--- config.mk ---
export PLATFORM = sky130hd
export DESIGN_NAME = cache_refill_ctrl
export DESIGN_NICKNAME = d
export VERILOG_FILES = /design/src/rtl/cache_pkg.sv /design/src/rtl/victim_select.sv /design/src/rtl/cache_refill_ctrl.sv
export SDC_FILE = /design/constraint.sdc
export NUM_CORES = 2
export LEC_CHECK = 0
export CORE_AREA = 2 2 493 495
export DETAILED_ROUTE_END_ITERATION = 6
export DIE_AREA = 0 0 495 497
export PLACE_DENSITY_LB_ADDON = 0.05
export SKIP_LAST_GASP = 1
export SLEW_MARGIN = 0
export SYNTH_ARGS = -nofsm -noshare
export SYNTH_HDL_FRONTEND = slang
export SYNTH_SLANG_ARGS = --single-unit
--- constraint.sdc ---
create_clock -name clk -period 4.65 [get_ports clk]
set_clock_uncertainty 0.1 [all_clocks]
set_input_delay 0.93 -clock clk [delete_from_list [all_inputs] [get_ports clk]]
set_output_delay 0.93 -clock clk [all_outputs]
set_load 0.005 [all_outputs]
--- src/rtl/cache_pkg.sv ---
// cache_pkg: shared cache geometry defaults and refill FSM state encoding.
package cache_pkg;
    localparam int DEF_TAG_BITS        = 18;
    localparam int DEF_INDEX_BITS      = 8;
    localparam int DEF_OFFSET_BITS     = 6;
    localparam int DEF_LINE_SIZE_BYTES = 64;
    localparam int DEF_DATA_WIDTH      = 32;
    localparam int DEF_ADDRESS_WIDTH   = 32;
    localparam int DEF_WAYS            = 4;
    localparam int DEF_BEATS           = DEF_LINE_SIZE_BYTES * 8 / DEF_DATA_WIDTH;

    typedef enum logic [2:0] {
        S_IDLE      = 3'd0,
        S_SELECT    = 3'd1,
        S_WRITEBACK = 3'd2,
        S_FILL      = 3'd3,
        S_UPDATE    = 3'd4
    } state_e;
endpackage

--- src/rtl/victim_select.sv ---
// victim_select: combinational replacement choice for one set.
//   i_valid : valid bit per way
//   i_lru   : LRU bit per way (0 = candidate for replacement)
//   o_way   : lowest invalid way, else lowest way with LRU 0, else way 0
module victim_select #(
    parameter int WAYS = 4
) (
    input  logic [WAYS-1:0]         i_valid,
    input  logic [WAYS-1:0]         i_lru,
    output logic [$clog2(WAYS)-1:0] o_way
);
    logic found_inv;
    logic found_lru;
    logic [$clog2(WAYS)-1:0] inv_way;
    logic [$clog2(WAYS)-1:0] lru_way;

    always_comb begin
        found_inv = 1'b0;
        found_lru = 1'b0;
        inv_way   = '0;
        lru_way   = '0;
        for (int w = 0; w < WAYS; w++) begin
            if (!found_inv && !i_valid[w]) begin
                found_inv = 1'b1;
                inv_way   = $clog2(WAYS)'(w);
            end
            if (!found_lru && !i_lru[w]) begin
                found_lru = 1'b1;
                lru_way   = $clog2(WAYS)'(w);
            end
        end
        o_way = found_inv ? inv_way : found_lru ? lru_way : '0;
    end
endmodule

--- src/rtl/cache_refill_ctrl.sv ---
// cache_refill_ctrl: miss handler that selects a victim, writes it back if
// dirty, refills the line beat by beat and writes it into the cache array.
//   clk, rst (async active-low)
//   i_miss_valid/o_miss_ready, i_tag, i_index    : miss handshake
//   i_way_valid/dirty/lru/tag, i_victim_data      : set state from lookup
//   o_victim_way                                  : registered victim way
//   o_mem_valid/i_mem_ready, o_mem_we, o_mem_addr,
//   o_mem_wdata, i_mem_rdata                      : beat memory port
//   o_line_we, o_line_index/way/tag/data,
//   o_line_valid/dirty                            : array write
//   o_busy, o_done                                : status
module cache_refill_ctrl
    import cache_pkg::*;
#(
    parameter int TAG_BITS        = DEF_TAG_BITS,
    parameter int INDEX_BITS      = DEF_INDEX_BITS,
    parameter int OFFSET_BITS     = DEF_OFFSET_BITS,
    parameter int LINE_SIZE_BYTES = DEF_LINE_SIZE_BYTES,
    parameter int DATA_WIDTH      = DEF_DATA_WIDTH,
    parameter int ADDRESS_WIDTH   = DEF_ADDRESS_WIDTH,
    parameter int WAYS            = DEF_WAYS
) (
    input  logic                         clk,
    input  logic                         rst,
    input  logic                         i_miss_valid,
    output logic                         o_miss_ready,
    input  logic [TAG_BITS-1:0]          i_tag,
    input  logic [INDEX_BITS-1:0]        i_index,
    input  logic [WAYS-1:0]              i_way_valid,
    input  logic [WAYS-1:0]              i_way_dirty,
    input  logic [WAYS-1:0]              i_way_lru,
    input  logic [WAYS*TAG_BITS-1:0]     i_way_tag,
    input  logic [LINE_SIZE_BYTES*8-1:0] i_victim_data,
    output logic [$clog2(WAYS)-1:0]      o_victim_way,
    output logic                         o_mem_valid,
    input  logic                         i_mem_ready,
    output logic                         o_mem_we,
    output logic [ADDRESS_WIDTH-1:0]     o_mem_addr,
    output logic [DATA_WIDTH-1:0]        o_mem_wdata,
    input  logic [DATA_WIDTH-1:0]        i_mem_rdata,
    output logic                         o_line_we,
    output logic [INDEX_BITS-1:0]        o_line_index,
    output logic [$clog2(WAYS)-1:0]      o_line_way,
    output logic [TAG_BITS-1:0]          o_line_tag,
    output logic [LINE_SIZE_BYTES*8-1:0] o_line_data,
    output logic                         o_line_valid,
    output logic                         o_line_dirty,
    output logic                         o_busy,
    output logic                         o_done
);
    localparam int BEATS     = LINE_SIZE_BYTES * 8 / DATA_WIDTH;
    localparam int BEAT_BITS = $clog2(BEATS);
    localparam int WAY_BITS  = $clog2(WAYS);
    localparam int LINE_BITS = LINE_SIZE_BYTES * 8;
    localparam int LOW_BITS  = OFFSET_BITS - BEAT_BITS;

    state_e                state_q, state_d;
    logic [BEAT_BITS-1:0]  beat_q, beat_d;
    logic [TAG_BITS-1:0]   tag_q, tag_d;
    logic [TAG_BITS-1:0]   vtag_q, vtag_d;
    logic [INDEX_BITS-1:0] index_q, index_d;
    logic [WAY_BITS-1:0]   way_q, way_d;
    logic [LINE_BITS-1:0]  line_q, line_d;
    logic [WAY_BITS-1:0]   sel_way;
    logic                  sel_dirty;
    logic                  last_beat;
    logic                  beat_fire;

    victim_select #(.WAYS(WAYS)) u_victim_select (
        .i_valid(i_way_valid),
        .i_lru  (i_way_lru),
        .o_way  (sel_way)
    );

    assign sel_dirty = i_way_valid[sel_way] & i_way_dirty[sel_way];
    assign last_beat = beat_q == BEAT_BITS'(BEATS - 1);
    assign beat_fire = o_mem_valid & i_mem_ready;

    always_ff @(posedge clk or negedge rst) begin
        if (!rst) begin
            state_q <= S_IDLE;
        end else begin
            state_q <= state_d;
        end
    end

    always_ff @(posedge clk or negedge rst) begin
        if (!rst) begin
            beat_q  <= '0;
            tag_q   <= '0;
            vtag_q  <= '0;
            index_q <= '0;
            way_q   <= '0;
            line_q  <= '0;
        end else begin
            beat_q  <= beat_d;
            tag_q   <= tag_d;
            vtag_q  <= vtag_d;
            index_q <= index_d;
            way_q   <= way_d;
            line_q  <= line_d;
        end
    end

    always_comb begin
        state_d = state_q;
        case (state_q)
            S_IDLE:      state_d = i_miss_valid ? S_SELECT : S_IDLE;
            S_SELECT:    state_d = sel_dirty ? S_WRITEBACK : S_FILL;
            S_WRITEBACK: state_d = (beat_fire && last_beat) ? S_FILL : S_WRITEBACK;
            S_FILL:      state_d = (beat_fire && last_beat) ? S_UPDATE : S_FILL;
            S_UPDATE:    state_d = S_IDLE;
            default:     state_d = S_IDLE;
        endcase
    end

    // One line buffer serves both directions: it holds the victim during
    // writeback and is overwritten beat by beat during the fill.
    always_comb begin
        tag_d   = tag_q;
        vtag_d  = vtag_q;
        index_d = index_q;
        way_d   = way_q;
        line_d  = line_q;
        beat_d  = beat_fire ? (last_beat ? '0 : beat_q + 1'b1) : beat_q;
        if (o_miss_ready && i_miss_valid) begin
            tag_d   = i_tag;
            index_d = i_index;
        end
        if (state_q == S_SELECT) begin
            way_d  = sel_way;
            vtag_d = i_way_tag[sel_way*TAG_BITS +: TAG_BITS];
            line_d = i_victim_data;
            beat_d = '0;
        end
        if (state_q == S_FILL && beat_fire) begin
            line_d[beat_q*DATA_WIDTH +: DATA_WIDTH] = i_mem_rdata;
        end
    end

    // Outputs are gated to zero outside their active states so the idle and
    // reset values are all-zero apart from o_miss_ready.
    always_comb begin
        o_miss_ready = state_q == S_IDLE;
        o_busy       = state_q != S_IDLE;
        o_mem_valid  = (state_q == S_WRITEBACK) || (state_q == S_FILL);
        o_mem_we     = state_q == S_WRITEBACK;
        o_mem_addr   = o_mem_valid ? ADDRESS_WIDTH'({o_mem_we ? vtag_q : tag_q, index_q, beat_q, {LOW_BITS{1'b0}}}) : '0;
        o_mem_wdata  = o_mem_we ? line_q[beat_q*DATA_WIDTH +: DATA_WIDTH] : '0;
        o_line_we    = state_q == S_UPDATE;
        o_done       = o_line_we;
        o_line_index = o_line_we ? index_q : '0;
        o_line_way   = o_line_we ? way_q : '0;
        o_line_tag   = o_line_we ? tag_q : '0;
        o_line_data  = o_line_we ? line_q : '0;
        o_line_valid = o_line_we;
        o_line_dirty = 1'b0;
    end

    assign o_victim_way = way_q;
endmodule

==> qor.csv <==
stage,metric,value,unit
clock_network,clock sink total,565,
power,Logic pwr share,43.5,%
sta,Setup-failing EPs final,0,
clock_network,count of hold-fix buffers inserted at cts,0,
floorplanning,core footprint,240000,sq um
clock_network,CTS buffer count,86,
logic_synthesis,Syn Inst Count,3922,
floorplanning,Initial Utilization,14.6,%
floorplanning,Site Rows,180,
power,internal power,16600,uW
place,cell count after placement,8120,
grt,first-pass GRT wire length,382000,microns
floorplanning,Die H,497,microns
floorplanning,area of the die,246000,sq um
sta,period utilization,97.2,%
critical_path,R2R Path Start,beat_q[0],
critical_path,CP dominant cell by count,buf_12,
grt,initial antenna violation count,102,
route,Remaining DRCs,0,
sta,worst-margin pin slew,1300,ps
power,NetSw,13400,uW
logic_synthesis,sequential fraction of the synthesis area,40.4,%
critical_path,worst reg-to-reg path cell count,11,
place,Port Buf Inserts,1268,
sta,Slew Limit Headroom,13.1,%
critical_path,crit-path cells,"buf_12, buf_12, mux4_2, mux2i_4, buf_4, o22ai_1, clkdlybuf4s50_1",
critical_path,CP max stage delay,560,ps
route,via count,36273,
logic_synthesis,Post-synth EDFFs,0,
clock_network,Clock transition at path regs,50,ps
clock_network,CTS tree,yes,
logic_synthesis,Async SR Flop Fraction,100,%
critical_path,Critical Path AT,3490,ps
critical_path,worst path bufs/invs,4,
critical_path,CP top delay family,buffers and inverters,
power,Sw Share,44.7,%
clock_network,worst skew pair latency,720,ps
floorplanning,Die W,495,microns
clock_network,htree depth,3,
sta,Hold Worst Slack,147,ps
route,drt first pass iters,5,
sta,RSZ-0062 raised after global routing,false,
critical_path,slowest CP cell,mux4_2,
critical_path,r2r setup slk,1180,ps
critical_path,CP Data Required Time,3620,ps
logic_synthesis,Netlist cell types,58,
finish,final net count,5690,
finish,fin cells,8311,
logic_synthesis,Synth Register Bits,565,
clock_network,CTS Buffer Depth,3,
run_status,status,completed,
sta,Fmax,0.221,GHz
power,total power,30000,uW
worst_hold_path,hold crit path type,primary input to asynchronous set/reset pin,
grt,grt total ovfl,0,
power,worst vdd ir,0.000267,V
sta,final hold vios,0,
route,vias per inst,4.36,
critical_path,CP Depth,7,
floorplanning,I/O Pins,1272,
critical_path,end of the worst register-to-register path,line_q[387],
critical_path,Worst Setup EP,o_mem_wdata[25],
logic_synthesis,ys flop type,dfrtp_1,
grt,vias in the first global route,38008,
run,MaxCap Viol Count,0,
logic_synthesis,synthesized area,35000,sq um
route,Routed Antenna Nets,0,
sta,"Min Clock Period, post-route",4520,ps
critical_path,CP Capture Type,primary output,
route,drt initial violations,2170,
critical_path,crit path kind,register to primary output,
finish,area grow syn2layout,56.8,%
critical_path,"Max FO, Critical Path",18,
finish,fraction of layout instances using a drive strength above 1,9.86,%
route,final WL,293000,microns
power,Flop pwr share,33.4,%
grt,gr usage total,23.0,%
power,leakage power,0.0214,uW
sta,Pins Over Slew Limit,0,
route,wire per inst,35.2,microns
logic_synthesis,"Avg Cell Area, Syn",8.92,sq um
power,Cell Pwr Density,547,nW/um^2
critical_path,CP startpoint kind,register,
critical_path,CP startpoint,beat_q[0],
power,Clk pwr share,23.1,%
place,gpl congestion,0.804,
place,Detail Placement HPWL,224000,microns
logic_synthesis,Yosys warnings,0,
clock_network,clk root buf,clkbuf_16,
grt,largest net degree at the start of global routing,141,
## per-layer routing
metal  track usage [%]  routed length, microns
met5                 0                     415
met4              7.47                    9340
met3              6.38                   19400
met2              43.1                  156000
met1              24.5                  107000
## through the flow
step	setup TNS [ps]	utilization (%)	setup WS, ps	area (sq um)
5_1_grt	0	22.8	11.5	54900
3_3_place_gp	-20.8	21.6	-20.8	51800
4_1_cts	-241	22.8	-118	54800
3_5_place_dp	0	21.6	35.5	51800
2_1_floorplan	0	-	1820	35000
6_report	0	22.9	131	54900
## cell usage after synthesis (all sizes together), types with 93 or more instances
cell / count / share of area, %
a21oi: 259 / 3.7
clkbuf: 264 / 2.9
o21ai: 197 / 2.8
nand3: 138 / 2.0
buf: 153 / 2.2
a31oi: 339 / 6.1
nand2: 743 / 8.0
and2: 553 / 9.9
nor2: 93 / 1.0
mux2i: 293 / 8.4
dfrtp: 565 / 40
mux4: 128 / 8.2
## cell type report
class	count	area, sq um
diodes	36	90.1
well taps	3185	3990
multi-input cells	2934	19300
clock buffers	126	2510
flip-flops and latches	565	14100
repair buffers	1431	14500
inverters	8	30.0
clock inverters	26	325
fillers	26414	185000
## cell families (layout without fill, tap and decap cells)
| family | Yosys count | in the layout | synth area share [%] |
|---|---|---|---|
| adder cells (fa/ha/maj) | 6 | 6 | 0.214 |
| AND/OR/NAND/NOR | 1616 | 1616 | 22.6 |
| flip-flops | 565 | 565 | 40.4 |
| XOR/XNOR | 3 | 3 | 0.0751 |
| multiplexers | 447 | 447 | 17.5 |
| other | 1 | 39 | 0.0107 |
| AO/OA/AOI/OAI | 859 | 859 | 14.0 |
| buffers and inverters | 425 | 1591 | 5.18 |
## sequential cells by signal, summed over array words and instances, names as in the netlist
name,flops
line_q,512
tag_q,18
vtag_q,18
index_q,8
beat_q,4
state_q,3
o_victim_way,2
## repair_timing
action / CTS / global route
pin swaps: 0 / 0
setup endpoints to repair: 16 / 5
setup buffers: 2 / 2
resized for setup: 29 / 1
## cells in the final DEF, fill, tap and decap left out, types with 8 or more instances in the layout
| master | count |
|---|---|
| mux2_1 | 19 |
| nand3_1 | 137 |
| and2_1 | 550 |
| nand2_4 | 8 |
| mux4_2 | 128 |
| buf_4 | 128 |
| nor4_1 | 18 |
| nand4_1 | 14 |
| clkbuf_1 | 19 |
| mux2i_1 | 278 |
| a21oi_1 | 257 |
| o211ai_1 | 18 |
| mux2i_2 | 9 |
| a31oi_1 | 338 |
| clkbuf_16 | 86 |
| clkinv_2 | 14 |
| nand2_1 | 735 |
| o22ai_1 | 31 |
| clkdlybuf4s50_1 | 1250 |
| and3_1 | 33 |
| buf_12 | 45 |
| o21ai_1 | 87 |
| o21ai_0 | 110 |
| nor2_1 | 90 |
| dfrtp_1 | 562 |
| clkbuf_8 | 21 |
| diode_2 | 36 |
## worst min path at each step
stage                           from           to  slack, ps  cells past startpoint
after floorplan           index_q[5]   index_q[5]        360                      1
final                            rst  line_q[101]        150                      1
after CTS                        rst   line_q[16]        110                      1
after global placement    index_q[6]   index_q[6]        390                      1
after detailed placement  index_q[6]   index_q[6]        400                      1
after global routing             rst   line_q[16]        120                      1
## power by group through the flow
stage               registers (uW)  clock network (uW)  logic (uW)
floorplan                     8080                   0        6810
finish                       10000                6940       13100
global placement             10300                   0       13200
global route                 10300                7310       14100
detailed placement           10200                   0       13300
CTS                          10100                7170       13600
## worst reg2reg max path, stage by stage, from the launching register on
cell and delay, ps:
dfrtp_4 570, buf_4 170, buf_4 190, inv_1 170
ha_2 330, o21bai_1 160, a21oi_2 150, o2111ai_4 260
buf_4 460, buf_4 540, a21oi_1 130, a31oi_1 190
Note: power is estimated with default switching activity, not from simulation.
